### src/rtl/branch_pkg.sv
// Shared constants and types for the EX-stage branch resolution controller.
package branch_pkg;

    // RV32 control-transfer opcodes
    localparam logic [6:0] OP_BRANCH = 7'b1100011;
    localparam logic [6:0] OP_JAL    = 7'b1101111;
    localparam logic [6:0] OP_JALR   = 7'b1100111;

    // Conditional branch funct3 encodings (010 and 011 are undefined)
    localparam logic [2:0] F3_BEQ  = 3'b000;
    localparam logic [2:0] F3_BNE  = 3'b001;
    localparam logic [2:0] F3_BLT  = 3'b100;
    localparam logic [2:0] F3_BGE  = 3'b101;
    localparam logic [2:0] F3_BLTU = 3'b110;
    localparam logic [2:0] F3_BGEU = 3'b111;

    typedef enum logic {
        IDLE,
        REDIRECT
    } bctrl_state_t;

    // Weakly not-taken
    localparam logic [1:0] BHT_RESET = 2'b01;

endpackage

### src/rtl/branch_cmp.sv
// Combinational branch comparator: decides taken/not-taken from funct3 and operands.
module branch_cmp
    import branch_pkg::*;
#(
    parameter int unsigned XLEN = 32
) (
    input  logic [2:0]      funct3,
    input  logic [XLEN-1:0] rd1,
    input  logic [XLEN-1:0] rd2,
    output logic            taken
);

    logic eq;
    logic lt_s;
    logic lt_u;

    assign eq   = (rd1 == rd2);
    assign lt_s = ($signed(rd1) < $signed(rd2));
    assign lt_u = (rd1 < rd2);

    // Select the comparison named by funct3; undefined encodings fall through as not-taken
    always_comb begin
        taken = 1'b0;
        case (funct3)
            F3_BEQ:  taken = eq;
            F3_BNE:  taken = ~eq;
            F3_BLT:  taken = lt_s;
            F3_BGE:  taken = ~lt_s;
            F3_BLTU: taken = lt_u;
            F3_BGEU: taken = ~lt_u;
            default: taken = 1'b0;
        endcase
    end

endmodule

### src/rtl/branch_ctrl.sv
// Branch resolution controller for the EX stage: resolves branches/jumps, keeps a
// bimodal history table for fetch prediction, and issues a redirect + flush on mispredict.
// Optional build macro BRANCH_CTRL_PERF_EN adds branch/mispredict performance counters.
module branch_ctrl
    import branch_pkg::*;
#(
    parameter int unsigned XLEN      = 32,
    parameter int unsigned BHT_IDX_W = 4
) (
    input  logic            clk,
    input  logic            rstn,
    input  logic [XLEN-1:0] if_pc,
    output logic            if_pred_taken,
    input  logic            ex_valid,
    output logic            ex_ready,
    input  logic            ex_stall,
    input  logic [6:0]      ex_op,
    input  logic [2:0]      ex_funct3,
    input  logic [XLEN-1:0] ex_pc,
    input  logic [XLEN-1:0] ex_imm,
    input  logic [XLEN-1:0] ex_rd1,
    input  logic [XLEN-1:0] ex_rd2,
    input  logic            ex_pred_taken,
    output logic            redirect_valid,
    output logic [XLEN-1:0] redirect_pc,
    input  logic            redirect_ready,
    output logic            flush
`ifdef BRANCH_CTRL_PERF_EN
    ,
    output logic [31:0]     perf_branches,
    output logic [31:0]     perf_mispredicts
`endif
);

    localparam int unsigned BHT_N = 1 << BHT_IDX_W;

    bctrl_state_t          state;
    logic [1:0]            bht [BHT_N];

    logic                  is_br;
    logic                  is_jal;
    logic                  is_jalr;
    logic                  accept;
    logic                  cmp_taken;
    logic                  taken;
    logic                  mispredict;
    logic [XLEN-1:0]       br_target;
    logic [XLEN-1:0]       jalr_sum;
    logic [XLEN-1:0]       next_pc;
    logic [BHT_IDX_W-1:0]  if_idx;
    logic [BHT_IDX_W-1:0]  ex_idx;
    logic                  unused_pc_bits;

    branch_cmp #(
        .XLEN (XLEN)
    ) u_cmp (
        .funct3 (ex_funct3),
        .rd1    (ex_rd1),
        .rd2    (ex_rd2),
        .taken  (cmp_taken)
    );

    assign if_idx         = if_pc[BHT_IDX_W+1:2];
    assign ex_idx         = ex_pc[BHT_IDX_W+1:2];
    assign if_pred_taken  = bht[if_idx][1];
    assign unused_pc_bits = ^{if_pc[XLEN-1:BHT_IDX_W+2], if_pc[1:0]};

    assign ex_ready = (state == IDLE);

    // Decode, resolve direction and next PC for the instruction in EX
    always_comb begin
        is_br      = (ex_op == OP_BRANCH);
        is_jal     = (ex_op == OP_JAL);
        is_jalr    = (ex_op == OP_JALR);
        accept     = ex_valid & ex_ready & ~ex_stall & (is_br | is_jal | is_jalr);
        taken      = is_jal | is_jalr | (is_br & cmp_taken);
        // Fetch never predicts jumps, so any jump is a mispredict
        mispredict = is_jal | is_jalr | (is_br & (cmp_taken != ex_pred_taken));
        br_target  = ex_pc + ex_imm;
        jalr_sum   = ex_rd1 + ex_imm;
        next_pc    = ex_pc + XLEN'(4);
        if (taken) begin
            next_pc = is_jalr ? {jalr_sum[XLEN-1:1], 1'b0} : br_target;
        end
    end

    // Redirect FSM with registered redirect_valid/redirect_pc/flush
    always_ff @(posedge clk or negedge rstn) begin
        if (!rstn) begin
            state          <= IDLE;
            redirect_valid <= 1'b0;
            redirect_pc    <= '0;
            flush          <= 1'b0;
        end else begin
            case (state)
                IDLE: begin
                    flush <= 1'b0;
                    if (accept && mispredict) begin
                        state          <= REDIRECT;
                        redirect_valid <= 1'b1;
                        redirect_pc    <= next_pc;
                        flush          <= 1'b1;
                    end
                end
                REDIRECT: begin
                    // flush pulses only in the first REDIRECT cycle; redirect_pc holds
                    flush <= 1'b0;
                    if (redirect_ready) begin
                        state          <= IDLE;
                        redirect_valid <= 1'b0;
                    end
                end
                default: begin
                    state          <= IDLE;
                    redirect_valid <= 1'b0;
                    flush          <= 1'b0;
                end
            endcase
        end
    end

    // Saturating 2-bit history update on accepted conditional branches
    always_ff @(posedge clk or negedge rstn) begin
        if (!rstn) begin
            bht <= '{default: BHT_RESET};
        end else if (accept && is_br) begin
            if (cmp_taken) begin
                if (bht[ex_idx] != 2'b11) begin
                    bht[ex_idx] <= bht[ex_idx] + 2'b01;
                end
            end else begin
                if (bht[ex_idx] != 2'b00) begin
                    bht[ex_idx] <= bht[ex_idx] - 2'b01;
                end
            end
        end
    end

`ifdef BRANCH_CTRL_PERF_EN
    // Free-running wrap-around counters of accepted control transfers and mispredicts
    always_ff @(posedge clk or negedge rstn) begin
        if (!rstn) begin
            perf_branches    <= '0;
            perf_mispredicts <= '0;
        end else if (accept) begin
            perf_branches <= perf_branches + 32'd1;
            if (mispredict) begin
                perf_mispredicts <= perf_mispredicts + 32'd1;
            end
        end
    end
`else
    // No performance counters in this build
`endif

endmodule

### config.mk
export PLATFORM = sky130hd
export DESIGN_NAME = branch_ctrl
export DESIGN_NICKNAME = d
export VERILOG_FILES = /design/src/rtl/branch_pkg.sv /design/src/rtl/branch_cmp.sv /design/src/rtl/branch_ctrl.sv
export SDC_FILE = /design/constraint.sdc
export NUM_CORES = 1
export LEC_CHECK = 0
export ABC_AREA = 1
export BUFFER_PORTS_ARGS = -buffer_cell sky130_fd_sc_hd__buf_2
export CORE_MARGIN = 4
export CORE_UTILIZATION = 55
export DETAILED_ROUTE_END_ITERATION = 10
export PLACE_DENSITY = 0.81
export SLEW_MARGIN = 10
export SYNTH_ARGS = -nofsm -noshare
export SYNTH_HDL_FRONTEND = slang
export SYNTH_SLANG_ARGS = --single-unit
### constraint.sdc
create_clock -name clk -period 3.1 [get_ports clk]
set_input_delay 0.93 -clock clk [delete_from_list [all_inputs] [get_ports clk]]
set_output_delay 0.93 -clock clk [all_outputs]
set_load 0.05 [all_outputs]
After elaboration in Yosys (flattened, before gate mapping)
Cells that the tools add are included.
{"block": "totals", "in_bits": 176, "wordCells": 93, "output_inout_bits": 36, "ff_bits": 67}
{"block": "op_classes", "n_reduce_logical": 9, "order_cmp": 5, "muxes": 23, "n_eq_ne": 14, "n_addsub": 5, "bitwise_logic": 17}
{"operator": "two-way mux 32 bit", "n": 5}
{"operator": "adder 32 bit", "n": 2}
{"operator": "bitwise mux 32 bit", "n": 2}
{"operator": "less-than comparator 32 bit", "n": 2}
{"operator": "adder 32 x 3 -> 32 bit, second input constant", "n": 1}
{"operator": "== test 32 bit", "n": 1}
{"operator": "== test 7 bit, second input constant", "n": 3}
{"operator": "binary-select mux 2 bit (select 4 bit)", "n": 2}
{"operator": "== test 3 bit, second input constant", "n": 4}
{"operator": ">= comparator 5 bit, second input constant", "n": 2}
{"operator": "two-way mux 2 bit", "n": 5}
{"operator": "inverter 4 -> 5 bit", "n": 2}
{"operator": "demux 2 bit (select 4 bit)", "n": 1}
{"operator": "one-hot mux 1 bit (2 select lines)", "n": 3}
{"operator": "one-hot mux 1 bit (6 select lines)", "n": 1}
{"operator": "bitwise AND 1 bit", "n": 5}
{"operator": "less-than comparator 5 x 1 -> 1 bit, second input constant", "n": 1}
{"operator": "inverter 1 bit", "n": 5}
{"operator": "OR 1 bit", "n": 5}
{"operator": "two-way mux 1 bit", "n": 4}
{"operator": "inequality test 2 x 1 -> 1 bit, second input constant", "n": 2}
{"operator": "inequality test 2 bit, second input constant", "n": 2}
{"operator": "AND reduction 2 bit", "n": 2}
{"operator": "nonzero test 2 bit", "n": 2}
{"operator": "other kinds (7)", "n": 9}

Longest topological paths before layout
{"block": "logic_depth", "ltp_word": 9, "depth_mapped": 25, "depth_no_buf": 24}

Cells and area by module
A second synthesis with hierarchy kept.
{"block": "hier_totals", "hier_cells": 1782, "hier_area_um2": 10017.1}
{"module": "branch_ctrl", "cells_per_inst": 1613, "seq_area_each_um2": 1696.6, "instances": 1, "area_each_um2": 9026.2}
{"module": "branch_cmp", "cells_per_inst": 169, "seq_area_each_um2": 0.0, "instances": 1, "area_each_um2": 991.0}

Worst setup path before layout
No wires, ideal clock.
{"block": "synth_timing", "kind": "input port to output port", "startpoint": "input if_pc[2]", "endpoint": "output if_pred_taken", "slack_ns": -0.544, "arrival_ns": 2.714, "stages": 4, "t_required_ns": 2.170, "n_path_buf": 1, "cell_sequence": "buf_1 mux2i_1 o211a_1 o31ai_1"}
{"block": "synth_via", "elab_chain_cells": 4}
{"element": "start, declared", "line": "branch_ctrl.sv:12", "text": "input logic [XLEN-1:0] if_pc,"}
{"element": "inverter 4 -> 5 bit (not written as such)", "line": "branch_ctrl.sv:65", "text": "assign if_pred_taken = bht[if_idx][1];"}
{"element": "binary-select mux 2 bit (select 4 bit)", "line": "branch_ctrl.sv:65"}
{"element": "two-way mux 2 bit (not written as such) (2 in series)", "line": "branch_ctrl.sv:65"}
{"element": "end, declared", "line": "branch_ctrl.sv:13", "text": "output logic if_pred_taken,"}
Every way passes these cells. The select of a mux whose other input is x is not followed.

Worst setup path in the final report
Same ends and word-level chain as after synthesis.

==> impl_results.md <==
- Status: finished, violations left
- Failing checks: setup timing
- Synth Flop Type: dfrtp_1
- R2r worst-path depth: 12
- Final Hold Fails: 0
- Synth Instances: 1,619
- Synthesized cell area: 0.009753 mm2
- Power per Cell Area: 315.6 mW/mm2
- Row count: 48
- Final ANT Viol Nets: 0
- Core area: 0.01736 mm2
- GRT busiest layer: met2
- Synth Net Count: 1,896
- DIE WIDTH: approximately 140 um
- Global-route track usage on met3: 0.03731
- Final hold slack: around 460 ps
- Worst Setup Path Type: input pin to primary output
- Layout Cells excl Fill: 2,236
- Vias per inst: about 5.7
- Hold path cells: 2
- # setup viols final: 1
- Tightest Pin Transition: 632.8 ps
- Total congestion overflow: 0
- Nets: 2,281
- Vias in the first global route: 12,104
- Max Fclk: 318.6 MHz
- 1st-iter DRT viols: 1,120
- Placement Cell Area: roughly 0.013 mm2
- Flop2flop setup slack: roughly 830 ps
- Clock slew at reported path FFs: around 60 ps
- Most frequent cells in the layout: nand2_1 (501), buf_4 (221), buf_2 (182), inv_1 (166), nor2_1 (144)
- Fin crit share: 1.012
- Crit path max-delay cell type: o211ai_1
- First-pass GRT wire length: 58,000 um
- Root Buffer: clkbuf_16
- Worst ir drop on vdd: 0.4173 mV
- Post-synth ARST share: 1.000
- Antenna violations before repair: 2
- Clk_lat worst skew: 330 ps
- Fin Clk Skew: 9.056 ps
- Max-Cap Viols: 0
- Met2 usage: 0.6057
- WP data required: 2170 ps
- Final Cell Area: 0.01320 mm2
- Crit-path max FO: 12
- Startpoint types: input pin
- Largest net degree at the start of global routing: 49
- Avg Cell Area, Syn: 6.024 um2
- Crit-path cells: clkbuf_4 -> mux2i_1 -> o21ai_0 -> o211ai_1 -> o31ai_4 -> buf_2
- Share of post-route cells with drive strength above 1: 0.2623
- Pleak: around 0.007 uW
- Rel. slew slack: 0.5781
- Synthesis-stage register bit count: 67
- Worst-case clock buffer depth: 2
- IO Pins: about 210
- Total GRT Usage: 0.3562
- Initial core utilization: 0.5619
- YS warnings: 0
- WL final: 37,580 um
- H-tree levels: 3
- Total number of vias: about 13,000
- Detailed Place HPWL: 30,110 um
- CTS Buf Count: 9
- Post-synth EDFFs: 0
- Most common cell after layout, fill and taps aside: nand2_1
- Max stage delay on crit path: 350 ps
- CP Capture Type: primary output
- Post-layout min period: between 3000 and 4000 ps
- Post-Place Cells: about 2,200
- DR DRC count: 0
- Syn-to-layout area delta: 35.29%
- Clock sink total: 67
- Port Buf Inserts: 183
- Worst hold path type: register to register
- Critical Path AT: 2210 ps
- Pins over their slew limit: 0
- CTS tree: done
- Seq/Total Area, Yosys: 0.1740
- Crit Reg-Reg Endpoint: bht[29]
- Die Footprint: 0.01993 mm2
- Die Span Y: ~140 um
- GR met1 Demand/Resource: 0.4753
- DR pass1 iterations: 6
- DR WL/cell: 16.81 um
- Final setup margin: -38.64 ps
- Final GP Congestion: between 1 and 1.5
- Distinct cells, synth: 52
-- worst max path at each step --
stage,cells after the start,slack (ps),start,end
CTS,19,3,ex_rd1[31],redirect_pc[22]
global route,16,-70,ex_imm[2],redirect_pc[17]
global placement,17,-260,ex_imm[2],redirect_pc[19]
detailed placement,20,-390,ex_pc[0],redirect_pc[28]
finish,6,-40,if_pc[2],if_pred_taken
floorplan,17,0.9,ex_pc[2],bht[25]
-- synth_stat cells, types with 3 or more instances --
| cell type | count | area, um2 |
|---|---|---|
| o21a_1 | 5 | 37.54 |
| nand3_1 | 135 | 675.7 |
| nor4_1 | 6 | 37.54 |
| nand3_2 | 3 | 30.03 |
| o21ai_0 | 97 | 485.5 |
| a32o_1 | 4 | 40.04 |
| nand2_1 | 514 | 1929 |
| buf_1 | 3 | 11.26 |
| nand2_2 | 4 | 25.02 |
| mux2i_1 | 5 | 50.05 |
| inv_2 | 4 | 15.01 |
| a21o_1 | 9 | 67.56 |
| nand3b_1 | 9 | 67.56 |
| clkbuf_1 | 15 | 56.30 |
| nand2_4 | 6 | 67.56 |
| dfstp_2 | 16 | 420.4 |
| nor2_1 | 148 | 555.5 |
| xnor2_1 | 16 | 140.1 |
| xor2_1 | 28 | 245.2 |
| ha_1 | 99 | 1239 |
| o21ai_1 | 3 | 15.01 |
| dfrtp_1 | 51 | 1276 |
| nor2_2 | 5 | 31.28 |
| nand4_1 | 48 | 300.3 |
| o21bai_1 | 3 | 22.52 |
| buf_6 | 6 | 67.56 |
| nor3_1 | 24 | 120.1 |
| buf_2 | 19 | 95.09 |
| and2_1 | 3 | 18.77 |
| a21boi_0 | 3 | 22.52 |
| inv_1 | 167 | 626.9 |
| a21oi_1 | 133 | 665.6 |
-- what timing repair did --
action,in CTS,in global routing
setup endpoints to repair,5,68
buffers inserted,0,2
hold buffers,0,0
pin swaps,0,13
gates resized for setup,3,54
cloned,0,4
-- cell families after synthesis --
group	count (synthesis)	share of synthesized area
AO/OA/AOI/OAI	270	0.1504
adder cells (fa/ha/maj)	101	0.1311
AND/OR/NAND/NOR	915	0.4086
multiplexers	5	0.005132
buffers and inverters	217	0.09134
XOR/XNOR	44	0.03951
flip-flops	67	0.1740
-- layer usage --
| layer | up-vias | wire (um) |
|---|---|---|
| li1 | 6153 | - |
| met3 | 91 | 3218 |
| met5 | - | 0 |
| met1 | 5798 | 15410 |
| met2 | 673 | 17850 |
| met4 | 0 | 1109 |
-- power by group --
part / switching, uW / internal [uW] / leakage [uW]
Clock: 396 / 649 / 0.000150
Combinational: 1280 / 882 / 0.00619
Sequential: 28.8 / 924 / 0.000864
Total: 1710 / 2460 / 0.00721
-- through the flow --
stage               setup TNS, ps  total power [uW]  setup slack (ps)    util
finish                     -38.64              4164            -38.64  0.7602
global route               -629.3              4385            -68.88  0.7602
CTS                             0              4036             3.385  0.7426
detailed placement         -17790              2991            -387.8  0.7247
global placement            -9689              2940            -263.7  0.7247
floorplan                       0              2100            0.8757       -
-- worst max-delay path: cells and delay by family --
kind | cells | cell delay [ps]
AO/OA/AOI/OAI | 3 | 590
multiplexers | 1 | 260
buffers and inverters | 2 | 440
-- layout make-up --
cell class,instances,area [um2]
multi-input combinational,1335,7365
fill,1402,4161
timing repair buffer,419,2893
sequential,67,1697
inverter,172,650.6
tap,225,281.5
clock buffer,11,242.7
clock inverter,5,61.31
antenna,2,5.005
No activity file was read; power rests on OpenSTA's default activity.
